`config.mk`:
```
export PLATFORM = sky130hd
export DESIGN_NAME = seg7_mux_decoder
export DESIGN_NICKNAME = d
export VERILOG_FILES = /design/src/rtl/seg7_mux_decoder.sv
export SDC_FILE = /design/constraint.sdc
export NUM_CORES = 1
export LEC_CHECK = 0
export CAP_MARGIN = 25
export CORE_MARGIN = 2
export CORE_UTILIZATION = 45
export CTS_CLUSTER_SIZE = 28
export DETAILED_ROUTE_END_ITERATION = 8
export PLACE_DENSITY = 0.67
export RECOVER_POWER = 100
export SETUP_SLACK_MARGIN = 0.02
export SLEW_MARGIN = 20
export SYNTH_ARGS = -nofsm -noshare
export SYNTH_HDL_FRONTEND = slang
export SYNTH_SLANG_ARGS = --single-unit
```
`constraint.sdc`:
```
create_clock -name clk -period 2.3 [get_ports clk]
set_clock_uncertainty 0.2 [all_clocks]
set_input_delay 0.345 -clock clk [delete_from_list [all_inputs] [get_ports clk]]
set_output_delay 0.345 -clock clk [all_outputs]
set_load 0.005 [all_outputs]
```
`src/rtl/seg7_mux_decoder.sv`:
```
// Decodes a two-phase multiplexed 7-segment bus (tens/ones) into BCD digit pairs.
// Phases are debounced before decoding; framing errors and bus inactivity are flagged.
module seg7_mux_decoder #(
    parameter int STABLE_CYCLES = 2,
    parameter int TIMEOUT       = 64
) (
    input  logic       clk,
    input  logic       reset,
    input  logic [7:0] seg_bus,
    input  logic       err_clr,
    output logic [3:0] tens,
    output logic [3:0] ones,
    output logic       frame_valid,
    output logic       has_data,
    output logic       code_err,
    output logic       stale
);

    localparam logic [3:0]  STABLE = 4'(STABLE_CYCLES);
    localparam logic [15:0] LIMIT  = 16'(TIMEOUT);

    typedef enum logic {HUNT, HAVE_TENS} state_t;

    logic [7:0]  sync1_reg, s_reg, prev_reg;
    logic [3:0]  cnt_reg, cnt_next;
    logic        fresh_reg, fresh_next;
    logic [15:0] idle_reg, idle_next;
    logic [3:0]  hold_reg, hold_next;
    state_t      state_reg, state_next;
    logic [3:0]  tens_next, ones_next;
    logic        fv_next, has_next, err_next, stale_next;
    logic        changed, accept, valid;
    logic [7:0]  phase;
    logic [3:0]  digit;

    function automatic logic [4:0] decode(input logic [6:0] seg);
        case (seg)
            7'b0111111: decode = {1'b1, 4'd0};
            7'b0000110: decode = {1'b1, 4'd1};
            7'b1011011: decode = {1'b1, 4'd2};
            7'b1001111: decode = {1'b1, 4'd3};
            7'b1100110: decode = {1'b1, 4'd4};
            7'b1101101: decode = {1'b1, 4'd5};
            7'b1111101: decode = {1'b1, 4'd6};
            7'b0000111: decode = {1'b1, 4'd7};
            7'b1111111: decode = {1'b1, 4'd8};
            7'b1101111: decode = {1'b1, 4'd9};
            7'b0000000: decode = {1'b1, 4'hF};
            default:    decode = {1'b0, 4'h0};
        endcase
    endfunction

    // prev_reg holds the value whose run cnt_reg describes, so it is the accepted phase.
    assign changed        = (s_reg != prev_reg);
    assign accept         = fresh_reg;
    assign phase          = prev_reg;
    assign {valid, digit} = decode(phase[6:0]);

    always_comb begin
        cnt_next = cnt_reg;
        if (changed)
            cnt_next = 4'd1;
        else if (cnt_reg < STABLE)
            cnt_next = cnt_reg + 4'd1;
        fresh_next = (cnt_next == STABLE) && (changed || (cnt_reg != STABLE));

        idle_next = idle_reg;
        if (accept)
            idle_next = '0;
        else if (idle_reg < LIMIT)
            idle_next = idle_reg + 16'd1;
    end

    always_comb begin
        state_next = state_reg;
        hold_next  = hold_reg;
        tens_next  = tens;
        ones_next  = ones;
        fv_next    = 1'b0;
        has_next   = has_data;
        err_next   = code_err & ~err_clr;
        stale_next = stale;
        if (accept) begin
            if (!valid) begin
                err_next   = 1'b1;
                hold_next  = '0;
                state_next = HUNT;
            end else if (phase[7]) begin
                hold_next  = digit;
                state_next = HAVE_TENS;
            end else if (state_reg == HAVE_TENS) begin
                tens_next  = hold_reg;
                ones_next  = digit;
                fv_next    = 1'b1;
                has_next   = 1'b1;
                stale_next = 1'b0;
                hold_next  = '0;
                state_next = HUNT;
            end
        end else if (idle_next == LIMIT) begin
            // Acceptance takes priority, so timeout is only evaluated here.
            stale_next = 1'b1;
            hold_next  = '0;
            state_next = HUNT;
        end
    end

    always_ff @(posedge clk or posedge reset) begin
        if (reset) begin
            sync1_reg   <= '0;
            s_reg       <= '0;
            prev_reg    <= '0;
            cnt_reg     <= '0;
            fresh_reg   <= 1'b0;
            idle_reg    <= '0;
            hold_reg    <= '0;
            state_reg   <= HUNT;
            tens        <= '0;
            ones        <= '0;
            frame_valid <= 1'b0;
            has_data    <= 1'b0;
            code_err    <= 1'b0;
            stale       <= 1'b0;
        end else begin
            sync1_reg   <= seg_bus;
            s_reg       <= sync1_reg;
            prev_reg    <= s_reg;
            cnt_reg     <= cnt_next;
            fresh_reg   <= fresh_next;
            idle_reg    <= idle_next;
            hold_reg    <= hold_next;
            state_reg   <= state_next;
            tens        <= tens_next;
            ones        <= ones_next;
            frame_valid <= fv_next;
            has_data    <= has_next;
            code_err    <= err_next;
            stale       <= stale_next;
        end
    end

endmodule
```
==> flow_summary.toml, run 1 <==
[critical_path]
max_stage_delay_ps = 580
worstReg2RegStart = "idle_reg[12]"
critPathKind = "reg2reg"
crit_buf_inv = 1
cp-end-kind = "register"
crit_path_cell_trace = "or4_4, buf_12, nor4b_4, xnor2_2, a41o_2, o32ai_1"
required_ps = 2320
crit_fanout = 5
worstRegToRegCells = 6
cp_top_family = "simple AND/OR/NAND/NOR gates"
critPathLaunchType = "register"
r2r_slack_ps = -30
cp.arrival_ps = 2350
r2r-end = "hold_reg[1]"
cpMaxStageDelayCell = "or4_4"

[cells_and_area]
final_cells = 342
antennaDiodeCount = 0
final_util = 0.615
drive_above_1_share = 0.270
regArea_mm2 = 0.00155
final_nets = 279
synthToLayoutAreaGrowth_pct = 31.3
largest_reg_flops = 16
fill_cells = 424
multi_input_area_mm2 = 0.00103

[synth]
synth-main-ff-cell = "dfrtp_1"
synthTopCellsByArea = "dfrtp_1 60%, mux2_1 3.1%, xor2_1 2.7%, nor2b_1 2.4%, xnor2_1 2.4%"
synthArstFlopShare = 1.00
synth_edf_count = 0
synth_area_mm2 = 0.00258
yosys.area.top_type = "dfrtp_1"
syn_nets = 222
synth_most_common_cell = "dfrtp_1"
synth_cells = 208
ys_seq_area_frac = 0.601
ys_seq_elements = 62
synth_common_cells = "62 x dfrtp_1, 13 x nor2_1, 12 x inv_1"
yosys_warnings = 0
netlist.area_leader.share = 0.601
synth.distinct_cells = 46
syn_area_per_cell_um2 = 12.4

[routing]
via_per_inst = 5.28
first_pass_iters = 4
drc = 0
wirelength_um = 5070
vias = 1807
routedWlPerCell_um = 14.8
drt_iter0_markers = 79
ant_nets = 0

[worst_hold_path]
hold_path.class = "reg2reg"
min_to = "s_reg[0]"
hp-start = "sync1_reg[0]"
hold_depth = 0

[power]
p_leak_nw = 1.58
max-vdd-ir-drop_mv = 0.419
power_mw = 2.84
powerDensity_mw_per_mm2 = 838

[clock_tree]
cts_hold_buf = 0
cts_root_buf = "clkbuf_8"
cts_buffer_depth = 2
cts_buffers = 9
clk_latency_ps = 340
cts_tree = "built"
clock-sinks = 62
path_clk_slew_ps = 70
cts_max_level = 3

[sta]
finalCritPeriodShare = 1.01
min_period_ps = 2330
maxSlewViolCount = 0
rsz0062_at_grt = "yes"
tns_ps = -150
setup-violations-final = 6
max_freq_mhz = 428
max_slew_margin = 0.474
hold_viol_final = 0
worst_slack_ps = -34.3
worst_pin_slew_ps = 789

[global_routing]
grt.met3_usage = 0.0486
grt_pass1_wl_um = 8470
globalRouteTotalUtil = 0.178
grt_pass1_vias = 1830
grt_use_met1 = 0.234
top_usage_layer = "met2"
grt_overflow = 0
grtUsageMet2 = 0.269
grt_antenna_before_repair = 0
grt_max_degree = 34

[status]
status = "finished, violations left"
violations = "negative setup slack"

[placed_design]
gp_congestion = 0.933
dp_hpwl_um = 3220
place_inst = 318
io_buffers = 22

[floorplanning]
start_util = 0.469
core.rowCount = 27
ios = 23
fp.dieH_um = 79.7
die_x_um = 79.7
die_area_mm2 = 0.00636
core_area_mm2 = 0.00551

[flow_run]
drv_cap = 0
## kinds of logic after synthesis
| logic type | synth area share |
|---|---|
| mux | 0.0470 |
| fa+ha+maj | 0.0145 |
| buf+inv | 0.0339 |
| compound gates | 0.0824 |
| simple gates | 0.170 |
| flops | 0.601 |
| xor+xnor | 0.0509 |
## placed cells by master (no fill, tap or decap), types with 5 or more instances in the layout
| cell type | count |
|---|---|
| dfrtp_1 | 61 |
| buf_4 | 22 |
| dlygate4sd3_1 | 21 |
| nor2_1 | 13 |
| inv_1 | 12 |
| nor2b_1 | 10 |
| clkbuf_8 | 9 |
| nand3_1 | 8 |
| mux2_4 | 8 |
| xor2_1 | 8 |
| xnor2_1 | 6 |
| o211ai_1 | 6 |
| nor3_1 | 5 |
## area by class of cell
type	instances	share of cell area
Clock buffer	9	0.0366
Clock inverter	7	0.0218
Inverter	12	0.0133
Multi-Input combinational cell	126	0.304
Sequential cell	62	0.458
Tap cell	72	0.0266
Timing Repair Buffer	54	0.140
## metrics by stage
step / worst slack (ps) / hold WS [ps] / area (um2)
after global placement: 4.14 / 133 / 3040
after detailed placement: -35.6 / 135 / 3040
final: -34.3 / 148 / 3390
after floorplan: -1.73 / 131 / 2590
after global routing: -87.5 / 146 / 3390
after CTS: -17.2 / 103 / 3300
## power breakdown
group,total (mW),internal (mW),switching (mW)
Combinational,0.628,0.344,0.283
Clock,0.942,0.500,0.441
Sequential,1.27,1.18,0.0860
## worst reg2reg max path, delay by kind of cell, from the launching register on
kind | cells | cell delay (ps)
compound gates | 2 | 380
simple gates | 2 | 920
buf+inv | 1 | 160
xor+xnor | 1 | 170
flops | 1 | 390
## metal layers
metal | up-vias | part of all wire
li1 | 856 | -
met1 | 895 | 0.45
met2 | 44 | 0.48
met3 | 12 | 0.038
met4 | 0 | 0.027
met5 | - | 0
## repair_timing
action,in CTS,in global routing
pin swaps,4,10
setup endpoints to repair,13,15
gates resized for setup,6,18
setup buffers,2,5
gates cloned,0,1
## worst max-delay path by stage
stage | startpoint | end | slack [ps] | cells after the start
after CTS | idle_reg[11] | hold_reg[1] | -20 | 6
after floorplan | phase[4] | ones[1] | -2 | 7
after global routing | idle_reg[12] | hold_reg[2] | -90 | 6
after global placement | idle_reg[8] | stale | 4 | 6
after detailed placement | idle_reg[12] | hold_reg[3] | -40 | 5
final | idle_reg[12] | hold_reg[1] | -30 | 6
Power figures use the tool's default switching activity.
==> inputs of run 2 (changes only) <==
--- a/config.mk
+++ b/config.mk
@@ -13,7 +13,7 @@
 export PLACE_DENSITY = 0.67
 export RECOVER_POWER = 100
 export SETUP_SLACK_MARGIN = 0.02
-export SLEW_MARGIN = 20
+export SLEW_MARGIN = 40
 export SYNTH_ARGS = -nofsm -noshare
 export SYNTH_HDL_FRONTEND = slang
 export SYNTH_SLANG_ARGS = --single-unit
==> results of run 2 <==
No change in the layout: final DEF, timing and power equal those of run 1.
==> inputs of run 3 (changes only) <==
--- a/config.mk
+++ b/config.mk
@@ -6,7 +6,7 @@
 export NUM_CORES = 1
 export LEC_CHECK = 0
 export CAP_MARGIN = 25
-export CORE_MARGIN = 2
+export CORE_MARGIN = 5
 export CORE_UTILIZATION = 45
 export CTS_CLUSTER_SIZE = 28
 export DETAILED_ROUTE_END_ITERATION = 8
==> flow_summary.toml, run 3 (synthesis gave the netlist of run 1 again) <==
[clock_tree]
path_clk_slew_ps = 70
cts_root_buf = "clkbuf_8"
clock-sinks = 62
cts_tree = "built"
cts_buffer_depth = 2
clk_latency_ps = 340
cts_buffers = 9
cts_hold_buf = 0
cts_max_level = 3

[critical_path]
cp-end-kind = "register"
cp-startpoint = "phase[3]"
critPathLaunchType = "register"
max_stage_delay_ps = 530
cp.arrival_ps = 2360
cp_top_family = "compound AO/OA/AOI/OAI gates"
worstReg2RegStart = "phase[3]"
crit_path_cell_trace = "or4_4, a21oi_2, o21bai_4, o2111a_1, buf_6, mux2_4"
cpMaxStageDelayCell = "or4_4"
required_ps = 2320
critPathKind = "reg2reg"
crit_buf_inv = 1
crit_fanout = 5

[cells_and_area]
final_nets = 276
final_cells = 339
layout_common_cells = "61 x dfrtp_1, 21 x dlygate4sd3_1, 21 x buf_4"
regArea_mm2 = 0.00155
final_common_cell = "dfrtp_1"
synthToLayoutAreaGrowth_pct = 31.5
antennaDiodeCount = 0
largest_reg_flops = 16
multi_input_area_mm2 = 0.00106
fill_cells = 469
drive_above_1_share = 0.273

[sta]
max_freq_mhz = 427
rsz0062_at_grt = "yes"
worst_pin_slew_ps = 645
hold_viol_final = 0
worst_slack_ps = -39.8
max_slew_margin = 0.569
setup-violations-final = 11
maxSlewViolCount = 0
finalCritPeriodShare = 1.02
min_period_ps = 2340
tns_ps = -273

[routing]
wirelength_um = 4790
drc = 0
ant_nets = 0
routedWlPerCell_um = 14.1
drt_iter0_markers = 73
first_pass_iters = 4
vias = 1752
via_per_inst = 5.17

[worst_hold_path]
hold_path.class = "reg2reg"
hp-start = "sync1_reg[4]"

[global_routing]
grt_max_degree = 26
grt_antenna_before_repair = 0
globalRouteTotalUtil = 0.144
grt_pass1_wl_um = 8230
grt_overflow = 0
grt_pass1_vias = 1750

[power]
power_mw = 2.88
max-vdd-ir-drop_mv = 0.403
p_leak_nw = 1.60
powerDensity_mw_per_mm2 = 848

[floorplanning]
core_area_mm2 = 0.00554
die_area_mm2 = 0.00735
die_x_um = 85.7
ios = 23
core.rowCount = 27
fp.dieH_um = 85.7
start_util = 0.466

[flow_run]
drv_cap = 0

[placed_design]
gp_congestion = 0.836
place_inst = 318
dp_hpwl_um = 3250
io_buffers = 22

[status]
violations = "negative setup slack"
status = "finished, violations left"
-- run 3: worst paths after layout --
| check | to | depth (start not counted) | slack [ps] |
|---|---|---|---|
| max in group asynchronous | phase[7] | 3 | 540 |
| worst min register to register | s_reg[4] | 0 | 140 |
| worst min-delay path | s_reg[4] | 0 | 140 |
| worst max register to register | ones[1] | 6 | -40 |
| min in group asynchronous | sync1_reg[6] | 2 | 320 |
| worst max-delay path | ones[1] | 6 | -40 |
-- run 3: where the power goes --
part	internal, mW	switching [mW]	leakage (nW)
Clock	0.529	0.409	0.0955
Sequential	1.19	0.0794	0.790
Combinational	0.375	0.301	0.713
Total	2.09	0.789	1.60
-- run 3: metal layers --
layer | track usage | vias up | wire [um]
li1 | - | 852 | -
met1 | 0.192 | 858 | 2190
met2 | 0.208 | 32 | 2330
met3 | 0.0480 | 10 | 184
met4 | 0.0719 | 0 | 83
met5 | 0 | - | 0
-- run 3: what timing repair did --
action / CTS / global route
buffers inserted: 1 / 3
pin swaps: 4 / 13
setup endpoints to repair: 7 / 15
gates cloned: 0 / 1
resized for setup: 5 / 23
-- run 3: stage by stage --
stage               area (um2)  setup slack [ps]  utilization  hold slack (ps)
global route              3390              -115        0.612              155
global placement          3040             -41.3        0.549              133
floorplan                 2590             -1.73            -              131
detailed placement        3040             -49.1        0.549              135
finish                    3390             -39.8        0.612              141
CTS                       3280              1.22        0.592              107
-- run 3: cell type report --
class | count | area share
clock inverters | 5 | 0.0173
inverters | 12 | 0.0133
multi-input cells | 126 | 0.312
well taps | 72 | 0.0265
repair buffers | 51 | 0.132
flip-flops and latches | 62 | 0.458
clock buffers | 11 | 0.0417
